File: config.mk
export PLATFORM = sky130hd
export DESIGN_NAME = hazard_scoreboard
export DESIGN_NICKNAME = d
export VERILOG_FILES = /design/src/rtl/hazard_pkg.sv /design/src/rtl/hazard_sb_entry.sv /design/src/rtl/hazard_scoreboard.sv
export SDC_FILE = /design/constraint.sdc
export NUM_CORES = 1
export LEC_CHECK = 0
export CAP_MARGIN = 5
export CORE_MARGIN = 4
export CORE_UTILIZATION = 25
export DETAILED_ROUTE_END_ITERATION = 12
export SKIP_CTS_REPAIR_TIMING = 1
export SYNTH_ARGS = -nofsm -noshare
export SYNTH_HDL_FRONTEND = slang
export SYNTH_SLANG_ARGS = --single-unit
File: constraint.sdc
create_clock -name clk -period 4.15 [get_ports clk]
set_clock_uncertainty 0.1 [all_clocks]
set_input_delay 0.83 -clock clk [delete_from_list [all_inputs] [get_ports clk]]
set_output_delay 0.83 -clock clk [all_outputs]
set_load 0.02 [all_outputs]
File: src/rtl/hazard_pkg.sv
// Shared types and constants for the ID-stage hazard scoreboard.
package hazard_pkg;

    typedef enum logic [1:0] {
        PC_4   = 2'b00,
        BRANCH = 2'b01,
        JALR   = 2'b10,
        JAL    = 2'b11
    } branch_sel_e;

    localparam int LAT_W_DEF = 3;

    // Cycles until a result can be forwarded; 0 means no scoreboard entry.
    localparam logic [LAT_W_DEF-1:0] LAT_ALU  = 3'd0;
    localparam logic [LAT_W_DEF-1:0] LAT_LOAD = 3'd1;
    localparam logic [LAT_W_DEF-1:0] LAT_MUL  = 3'd3;
    localparam logic [LAT_W_DEF-1:0] LAT_FP   = 3'd4;
    localparam logic [LAT_W_DEF-1:0] LAT_DIV  = 3'd6;

    typedef struct packed {
        logic pc_write;
        logic instr_flush;
        logic if_id_write;
        logic ctrl_flush;
    } hazard_ctrl_t;

endpackage

File: src/rtl/hazard_sb_entry.sv
// One scoreboard countdown counter: set beats clear beats decrement; hold freezes the countdown.
// State updates on the next clock edge; busy_o is a direct decode of the registered count.
module hazard_sb_entry #(
    parameter int LAT_W = 3
) (
    input  logic             clk,
    input  logic             rst_n,
    input  logic             set_i,
    input  logic [LAT_W-1:0] set_val_i,
    input  logic             clr_i,
    input  logic             hold_i,
    output logic             busy_o
);

    logic [LAT_W-1:0] cnt_q;
    logic [LAT_W-1:0] cnt_d;

    always_comb begin
        cnt_d = cnt_q;
        if (set_i) begin
            cnt_d = set_val_i;
        end else if (clr_i) begin
            cnt_d = '0;
        end else if (cnt_q != '0 && !hold_i) begin
            cnt_d = cnt_q - LAT_W'(1);
        end
    end

    always_ff @(posedge clk or negedge rst_n) begin
        if (!rst_n) begin
            cnt_q <= '0;
        end else begin
            cnt_q <= cnt_d;
        end
    end

    assign busy_o = (cnt_q != '0);

endmodule

File: src/rtl/hazard_scoreboard.sv
// Per-register countdown hazard scoreboard driving PC, IF/ID and ID/EXE control; outputs combinational from ID inputs and counters.
// Optional stall performance counter behind HAZARD_PERF_CNT_EN (stall_cnt tied to 0 when undefined).
module hazard_scoreboard
    import hazard_pkg::*;
#(
    parameter int REG_NUM = 32,
    parameter int ADDR_W  = $clog2(REG_NUM),
    parameter int NUM_SRC = 3,
    parameter int LAT_W   = LAT_W_DEF
) (
    input  logic                      clk,
    input  logic                      rst_n,
    input  logic [1:0]                branch_sel,
    input  logic                      mem_stall,
    input  logic                      id_valid,
    input  logic [NUM_SRC*ADDR_W-1:0] id_rs_addr,
    input  logic [NUM_SRC-1:0]        id_rs_used,
    input  logic [ADDR_W-1:0]         id_rd_addr,
    input  logic                      id_rd_we,
    input  logic [LAT_W-1:0]          id_lat,
    input  logic                      wb_clr_valid,
    input  logic [ADDR_W-1:0]         wb_clr_addr,
    output logic                      pc_write,
    output logic                      instr_flush,
    output logic                      IF_ID_reg_write,
    output logic                      ctrl_sig_flush,
    output logic                      lw_use,
    output logic [REG_NUM-1:0]        busy_vec,
    output logic [31:0]               stall_cnt
);

    logic         hazard;
    logic         branch_taken;
    logic         issue;
    logic         issue_wr;
    hazard_ctrl_t ctrl;

    assign branch_taken = (branch_sel != PC_4);

    // RAW on any enabled source, or WAW on the destination, against a live counter.
    always_comb begin
        hazard = 1'b0;
        if (id_valid) begin
            for (int s = 0; s < NUM_SRC; s++) begin
                if (id_rs_used[s] && (id_rs_addr[s*ADDR_W +: ADDR_W] != '0)
                    && busy_vec[id_rs_addr[s*ADDR_W +: ADDR_W]]) begin
                    hazard = 1'b1;
                end
            end
            if (id_rd_we && (id_rd_addr != '0) && busy_vec[id_rd_addr]) begin
                hazard = 1'b1;
            end
        end
    end

    always_comb begin
        ctrl   = '{pc_write: 1'b1, instr_flush: 1'b0, if_id_write: 1'b1, ctrl_flush: 1'b0};
        lw_use = 1'b0;
        if (mem_stall) begin
            ctrl = '{pc_write: 1'b0, instr_flush: 1'b0, if_id_write: 1'b0, ctrl_flush: 1'b0};
        end else if (branch_taken) begin
            ctrl = '{pc_write: 1'b1, instr_flush: 1'b1, if_id_write: 1'b1, ctrl_flush: 1'b1};
        end else if (hazard) begin
            ctrl   = '{pc_write: 1'b0, instr_flush: 1'b0, if_id_write: 1'b0, ctrl_flush: 1'b1};
            lw_use = 1'b1;
        end
    end

    assign pc_write        = ctrl.pc_write;
    assign instr_flush     = ctrl.instr_flush;
    assign IF_ID_reg_write = ctrl.if_id_write;
    assign ctrl_sig_flush  = ctrl.ctrl_flush;

    assign issue    = id_valid && !mem_stall && !branch_taken && !hazard;
    assign issue_wr = issue && id_rd_we && (id_rd_addr != '0) && (id_lat != '0);

    assign busy_vec[0] = 1'b0;

    for (genvar r = 1; r < REG_NUM; r++) begin : g_sb
        hazard_sb_entry #(
            .LAT_W(LAT_W)
        ) u_entry (
            .clk      (clk),
            .rst_n    (rst_n),
            .set_i    (issue_wr && (id_rd_addr == ADDR_W'(r))),
            .set_val_i(id_lat),
            .clr_i    (wb_clr_valid && (wb_clr_addr == ADDR_W'(r))),
            .hold_i   (mem_stall),
            .busy_o   (busy_vec[r])
        );
    end

`ifdef HAZARD_PERF_CNT_EN
    logic [31:0] stall_cnt_q;
    logic [31:0] stall_cnt_d;

    always_comb begin
        stall_cnt_d = stall_cnt_q;
        if (lw_use && (stall_cnt_q != '1)) begin
            stall_cnt_d = stall_cnt_q + 32'd1;
        end
    end

    always_ff @(posedge clk or negedge rst_n) begin
        if (!rst_n) begin
            stall_cnt_q <= '0;
        end else begin
            stall_cnt_q <= stall_cnt_d;
        end
    end

    assign stall_cnt = stall_cnt_q;
`else
    assign stall_cnt = 32'd0;
`endif

endmodule

## Word-level counts from Yosys, hierarchy flattened

Index checks and enable logic that the tools add are counted.
W data, S select, Z words.

- Flip-flop bits (word level): 93
- Input bits: 39
- Output and inout port bits: 69
- Word-level logic and storage cells: 418

- Add/sub/neg operators: 31
- $lt $le $gt $ge: 4
- Equality and inequality tests: 62
- Mux-type cells: 112
- Reduce and logical (&&, ||, !) cells: 178

Operator list:

| operator | number |
|---|---|
| $mux W3 | 93 |
| $reduce_bool A3 Y1 | 63 |
| $eq A5 B5 Y1 const B | 32 |
| $logic_and A1 B1 Y1 | 107 |
| $sub A3 B1 Y3 const B | 31 |
| $eq A5 B4 Y1 const B | 16 |
| $eq A5 B3 Y1 const B | 8 |
| $lt A5 B6 Y1 const B | 4 |
| $bmux W1 S5 | 4 |
| $eq A5 B2 Y1 const B | 4 |
| $reduce_bool A5 Y1 | 4 |
| $mux W1 | 12 |
| $mux W4 | 3 |
| $eq A5 B1 Y1 const B | 2 |
| $logic_not A1 Y1 | 3 |
| $reduce_bool A2 Y1 | 1 |

## Logic depth before layout (Yosys ltp)

- Depth after elaboration: 16
- Gate-level depth with buffers: 12
- Mapped depth without buffers: 10

## Cells and area by module

Synthesis repeated with hierarchy kept, for this count alone.

- Cells, all modules: 781
- Area, all modules: 7881.3 um^2

Modules (own cells, without submodules):

| module | times used | cells an instance | area each (um^2) | seq. area each (um^2) |
|---|---|---|---|---|
| hazard_sb_entry | 31 | 17 | 185.2 | 75.1 |
| hazard_scoreboard | 1 | 254 | 2140.8 | 0.0 |

## Worst setup path before layout

OpenSTA, ideal clock, no wires.

- Path type: input-to-output
- Start: input id_rd_addr[2]
- End: output pc_write
- Data arrival time: 2.882 ns
- Data required time: 3.220 ns
- Setup slack: 0.338 ns
- Stages: 9
- Buffers on the path: 2
- Cell sequence: or4b_1 a31o_1 a21oi_1 a311o_1 o311a_4 buf_4 o211ai_2 a21oi_1 buf_4

- Cells in the longest elaborated chain, start to end: 8
- Elaborated cells on any way between the ends: 10
- Those cells by class: mux (7); reduce/logical (3)

RTL lines:

| element | RTL line | RTL |
|---|---|---|
| start, declared | hazard_scoreboard.sv:18 | `input logic [ADDR_W-1:0] id_rd_addr,` |
| $bmux W1 S5 or $reduce_bool A5 Y1 (tied branches) | hazard_scoreboard.sv:50 | `if (id_rd_we && (id_rd_addr != '0) && busy_vec[id_rd_addr]) begin` |
| $mux W1 (not written as such) or $logic_and A1 B1 Y1 (tied branches) | hazard_scoreboard.sv:50 |  |
| $logic_and A1 B1 Y1 * | hazard_scoreboard.sv:50 |  |
| $mux W1 * | hazard_scoreboard.sv:50 |  |
| $mux W1 * | hazard_scoreboard.sv:43 | `if (id_valid) begin` |
| $mux W4 * | hazard_scoreboard.sv:63 | `end else if (hazard) begin` |
| $mux W4 * | hazard_scoreboard.sv:61 | `end else if (branch_taken) begin` |
| $mux W4 * | hazard_scoreboard.sv:59 | `if (mem_stall) begin` |
| end, declared | hazard_scoreboard.sv:23 | `output logic pc_write,` |

Every way passes the cells marked *; elsewhere a longest branch is shown, timed or not. The select of a mux whose other input is x is not followed.

## Worst setup path in the final report

- Start: register g_sb[4].u_entry.cnt_q[0]
- End: output ctrl_sig_flush

- Cells in the longest elaborated chain, start to end: 12
- Elaborated cells on any way between the ends: 21
- Those cells by class: mux (16); reduce/logical (5)

RTL lines:

| element | RTL line | RTL |
|---|---|---|
| start, declared | hazard_sb_entry.sv:15 | `logic [LAT_W-1:0] cnt_q;` |
| start signal, assigned | hazard_sb_entry.sv:33 | `cnt_q <= cnt_d;` |
| $reduce_bool A3 Y1 * | hazard_sb_entry.sv:37 | `assign busy_o = (cnt_q != '0);` |
| $bmux W1 S5 | hazard_scoreboard.sv:46 | `&& busy_vec[id_rs_addr[s*ADDR_W +: ADDR_W]]) begin` |
| $mux W1 (not written as such) | hazard_scoreboard.sv:46 |  |
| $logic_and A1 B1 Y1 | hazard_scoreboard.sv:46 |  |
| $mux W1 (3 in series) | hazard_scoreboard.sv:45 | `if (id_rs_used[s] && (id_rs_addr[s*ADDR_W +: ADDR_W] != '0)` |
| $mux W1 * | hazard_scoreboard.sv:50 |  |
| $mux W1 * | hazard_scoreboard.sv:43 |  |
| $mux W4 * | hazard_scoreboard.sv:63 |  |
| $mux W4 * | hazard_scoreboard.sv:61 |  |
| $mux W4 * | hazard_scoreboard.sv:59 |  |
| end, declared | hazard_scoreboard.sv:26 | `output logic ctrl_sig_flush,` |

Marks and branches as above.

==> metrics.md <==
| Metric | Value |
|---|---|
| Final Setup Violations | `0` |
| Crit path max fanout | `5` |
| Final hold violation count | `0` |
| Top-area cell type share of the netlist area | `26.6%` |
| Sum of negative setup slack | `0 ns` |
| Count of antenna-violating nets left after detailed routing | `0` |
| Number of fill cells | `3640` |
| Transition time at the pin with the least slew margin | `0.868 ns` |
| Via-to-Cell Ratio | `4.95` |
| Seq pwr share | `26.0%` |
| Effective utilization at floorplan | `25.3%` |
| Ratio of final minimum period to clock period | `97.4%` |
| Final standard cell area without fillers | `0.0105 mm2` |
| Clock-pin slew reported for the worst setup and hold paths after clock tree synthesis | `0.07 ns` |
| Count of flip-flops with a built-in enable after synthesis | `0` |
| Netlist cell types | `66` |
| Count of input and output buffers | `74` |
| Number of slew-limit violations in the final report | `0` |
| Tightest slew margin relative to the limit | `42.1%` |
| Non-filler instance count after layout | `1544` |
| Placeable Area | `0.0345 mm2` |
| Die X | `195 um` |
| Top FF cell, synth | `dfrtp_1` |
| Setup repair after global routing missed its margin | `false` |
| Die extent in y | `195 um` |
| Post-synthesis sequential element count | `93` |
| Sink count of the clock tree | `93` |
| Data required time of the worst path | `3.22 ns` |
| Internal portion of total power | `3.59 mW` |
| Final routed DRC violation total | `0` |
| Final Critical Period | `4.04 ns` |
| Placed Area | `0.0101 mm2` |
| Setup crit end kind | `output port` |
| Hold crit path type | `in2async` |
| Number of buffers inserted during clock tree synthesis | `9` |
| Net switching component of the power | `2.63 mW` |
| Number of cells produced by synthesis | `1000` |
| Number of cells on the worst reg-to-reg path | `13` |
| Switching part of the total | `42.3%` |
| Post-DR wirelength/cell | `18.8 um` |
| CP arrival | `3.11 ns` |
| Total congestion overflow after global routing | `0` |
| Biggest register | `g_sb.u_entry.cnt_q` |
| Power density over cell area | `594 mW/mm2` |
| Synth async-reset ratio | `100%` |
| Maximum ir drop on the vdd rail | `241 uV` |
| Crit Path Category | `reg2out` |
| Post-synthesis to final-layout area growth | `19.7%` |
| Root Driver | `clkbuf_16` |
| Via count | `7641` |
| Clock share of power | `14.0%` |
| Sequential share of the synthesized area | `26.6%` |
| Main area contributors after synthesis | `dfrtp_1 27%, ha_1 8.9%, mux2i_1 7.8%, nand2_1 6.8%, xnor2_1 6.2%` |
| Maximum frequency from static timing analysis | `0.248 GHz` |
| Max-cap check violation count | `0` |
| Count of pins on the block boundary | `108` |
| Number of H-tree branching levels | `3` |
| Comb pwr share | `59.9%` |
| Worst setup slack after layout | `0.110 ns` |
| Yosys warns | `0` |
| Gp weighted congestion | `0.910` |
| Cell type contributing the most total cell area after synthesis | `dfrtp_1` |
| Router iterations before antenna repair | `8` |
| Half-perimeter wire length of the detailed placement result | `21400 um` |
| Netlist Area Pre-Place | `0.00875 mm2` |
| Mean post-synth cell area | `8.75 um2` |
| Max reg flops | `93` |
| Leakage | `4.96 nW` |
| Result of the run | `finished clean` |
| Antenna violations before repair | `3` |
| Insertion delay of the later-clocked pin in the worst-skew pair | `0.36 ns` |
| Vias in the first global route | `7536` |
| Net count reported at finish | `1186` |
| Sequential Area | `0.00233 mm2` |
| Global-route wire length before repair | `44400 um` |
| Area enclosed by the die boundary | `0.0380 mm2` |
| Maximum root-to-sink buffer count | `2` |
| # rows | `68` |
| Iteration-0 DRC count of the detailed router | `692` |
| Placed insts | `1526` |
| Layout cell share with drive strength beyond 1 | `16.6%` |
| Pin count of the biggest net entering global routing | `61` |
| Top Registers | `g_sb.u_entry.cnt_q x93` |
| Total routing resource utilization after global routing | `14.9%` |
| Total wire length after detailed routing | `29100 um` |
| TritonCTS clock tree | `built` |
| Worst Setup Slack post-DPL | `-0.536 ns` |
| Area of combinational cells with multiple inputs | `0.00547 mm2` |
| Number of antenna repair diodes | `0` |
| Critical Path Source Type | `register` |
-- per-stage QoR --
step	power (mW)	util, %	hold slack (ns)
4_1_cts	6.21	30.1	0.493
6_report	6.22	30.3	0.445
5_1_grt	6.74	30.3	0.515
3_5_place_dp	5.32	29.2	0.480
2_1_floorplan	4.35	-	0.434
3_3_place_gp	5.20	29.2	0.478
-- Yosys cell counts, types with 3 or more instances --
library cell	n
nand2_1	159
inv_1	96
dfrtp_1	93
buf_4	69
mux2i_1	68
ha_1	62
xnor2_1	62
nor2_1	56
nor4_1	33
clkbuf_1	32
nor2b_1	32
nand4_1	25
o211ai_1	25
mux4_2	21
o31ai_1	16
buf_2	15
o41ai_2	15
a221oi_1	9
nand3_1	9
nand2b_1	8
nand4_2	7
nor3_1	7
inv_2	6
mux2_1	6
nand3b_1	6
a21oi_1	5
mux2_2	4
nor2b_2	4
nor3b_1	4
a211oi_1	3
o22ai_1	3
-- routing by layer --
layer	vias to the layer above	wire, um	global-route usage, %	share of wire (%)
met2	295	13600	24.7	47
li1	3527	-	-	-
met1	3763	12400	19.1	43
met4	4	773	4.63	2.7
met3	52	2300	3.57	7.9
met5	-	22	0	0.076
-- final timing paths --
| kind | start | slack (ns) | end |
|---|---|---|---|
| worst max-delay path | g_sb[4].u_entry.cnt_q[0] | 0.11 | ctrl_sig_flush |
| worst min-delay path | rst_n | 0.45 | g_sb[12].u_entry.cnt_q[0] |
| worst max register to register | g_sb[4].u_entry.cnt_q[0] | 0.49 | g_sb[9].u_entry.cnt_q[2] |
| worst min register to register | g_sb[30].u_entry.cnt_q[2] | 0.50 | g_sb[30].u_entry.cnt_q[2] |
| max in group asynchronous | rst_n | 2.68 | g_sb[22].u_entry.cnt_q[0] |
| min in group clk | g_sb[30].u_entry.cnt_q[2] | 0.50 | g_sb[30].u_entry.cnt_q[2] |
-- cells by family after synthesis --
| kind of cell | Yosys count | synth area share, % |
|---|---|---|
| other cells | 1 | 0.0429 |
| xor+xnor | 62 | 6.21 |
| simple gates | 364 | 20.7 |
| mux | 99 | 14.5 |
| buf+inv | 221 | 12.7 |
| fa+ha+maj | 62 | 8.87 |
| flops | 93 | 26.6 |
| compound gates | 98 | 10.3 |
-- final cells by class --
type | instances | share of cell area (%)
Tap cell | 455 | 5.44
Sequential cell | 93 | 22.2
Clock inverter | 5 | 0.585
Clock buffer | 10 | 2.28
Multi-Input combinational cell | 718 | 52.2
Inverter | 102 | 3.66
Timing Repair Buffer | 161 | 13.6
-- cells in the final DEF, fill, tap and decap left out, types with 15 or more instances in the layout --
cell,n
nand2_1,159
inv_1,96
dfrtp_1,93
buf_4,86
mux2i_1,68
xnor2_1,62
ha_1,62
clkdlybuf4s50_1,61
nor2_1,56
nor4_1,33
conb_1,33
nor2b_1,27
o211ai_1,25
nand4_1,25
mux4_2,21
o31ai_1,16
o41ai_2,15
-- critical path, cell delays in order (launching register included) --
cell      delay, ns
dfrtp_1        0.36
inv_1          0.11
ha_1           0.15
nor2b_1        0.57
inv_1          0.15
a31oi_1        0.20
a21oi_1        0.08
a221oi_1       0.32
a211o_1        0.24
o211ai_4       0.15
o31a_1         0.26
clkbuf_2       0.15
-- power groups by stage --
stage | Sequential [mW] | Combinational [mW] | Clock, mW
after floorplan | 1.58 | 2.77 | 0
after global placement | 1.62 | 3.58 | 0
after detailed placement | 1.63 | 3.69 | 0
after CTS | 1.61 | 3.71 | 0.878
after global routing | 1.68 | 4.15 | 0.913
final | 1.62 | 3.73 | 0.872
No activity file was read; power rests on OpenSTA's default activity.
==> edit (config.mk and constraints unchanged) <==
Set the package constant `LAT_W_DEF` to 6 (it was 3).
--- a/src/rtl/hazard_pkg.sv
+++ b/src/rtl/hazard_pkg.sv
@@ -10,3 +10,3 @@
 
-    localparam int LAT_W_DEF = 3;
+    localparam int LAT_W_DEF = 6;
 
Interface: changed (resized id_lat); port bits go from 108 to 111. No check against the original RTL was run, so the function may have changed too.
==> edit against the unedited design <==
The run now ends with negative setup slack left; cell count rose by 72%; wire length up 98%; worst hold slack got worse by 110 ps; synthesized area increased by 70%; sequential power increased by 110%; non-clock buffer count up 186; clock power increased by 94%; die area up 67%; sequential cell count is 93 higher; total power grew 81%; final area up 78%; critical path depth unchanged; worst setup slack worse by 310 ps; highest routed layer is now met4.
==> edit: results (changes against the unedited design) <==
metric,value,unit,change
status,"complete, but fails checks",,
violations,negative setup slack,,
r2r-start,g_sb[7].u_entry.cnt_q[2],,
clk_latency,470,ps,+110 ps
drt_first_pass_iters,5,,-3
relSlewSlack,48.5,%,+6.4 points
p_leak,7.71,nW,+55%
cts_max_level,4,,+1
yosysSeqAreaShare,31.2,%,+4.6 points
io_buffers,77,,+4.1%
wl,57600,µm,+98%
reg2reg_depth,11,,-2
synthAdderAreaFrac,2.69,%,-6.2 points
drtIter0Drc,1241,,+79%
antenna_found_initial,1,,-2
r2r_end,g_sb[11].u_entry.cnt_q[1],,
dpl.hpwl,43200,µm,+100%
fin_ws,-198,ps,-308 ps
synth-xor-area-share,8.87,%,+2.7 points
vias_per_cell,5.23,,+5.7%
tns,-729,ps,-729 ps
cp_max_fo,2,,-3
cts_buffers,17,,+8
powerDensity,604,nW/µm²,+1.7%
grtUsageTotal,17.8,%,+2.9 points
ff2ff_setup_slack,140,ps,-350 ps
setup_viol,4,,+4
synth_top_cells_by_area,"dfrtp_1, o41ai_2, xnor2_1",,
synthMuxAreaShare,5.35,%,-9.1 points
synth-compound-area-share,20.3,%,+10 points
pg_seq,3.48,mW,+110%
finalPower,11.3,mW,+81%
top_regs,g_sb.u_entry.cnt_q x186,,
first_global_vias,14100,,+88%
pg_comb,6.10,mW,+64%
place_area,17900,µm²,+78%
synthTopCellsByCount,"nand2_1, dfrtp_1, nor2_1, o41ai_2, xnor2_1",,
p_sw,4.59,mW,+75%
grt_max_degree,88,,+44%
## edit: per-layer routing
metal	routed length, µm	share of wire [%]	track usage (%)	up-vias
met5	0	0	0	-
met4	2940	5.1	8.69	0
met3	5290	9.2	4.80	141
met2	25300	44	27.2	603
met1	24100	42	23.1	6925
li1	-	-	-	6220
## edit: worst max-delay path by stage
stage,startpoint,endpoint,cells after the start
finish,g_sb[7].u_entry.cnt_q[2],ctrl_sig_flush,11
global route,g_sb[23].u_entry.cnt_q[0],ctrl_sig_flush,15
CTS,g_sb[23].u_entry.cnt_q[0],pc_write,14
detailed placement,id_rs_addr[6],pc_write,13
global placement,id_rs_addr[6],IF_ID_reg_write,13
floorplan,id_rs_addr[1],pc_write,11
## edit: cell type report
type	count	area share (%)
flip-flops and latches	186	24.9
clock inverters	13	0.697
repair buffers	347	15.6
clock buffers	19	2.37
diodes	2	0.0268
inverters	87	1.75
multi-input cells	1227	49.4
well taps	773	5.18
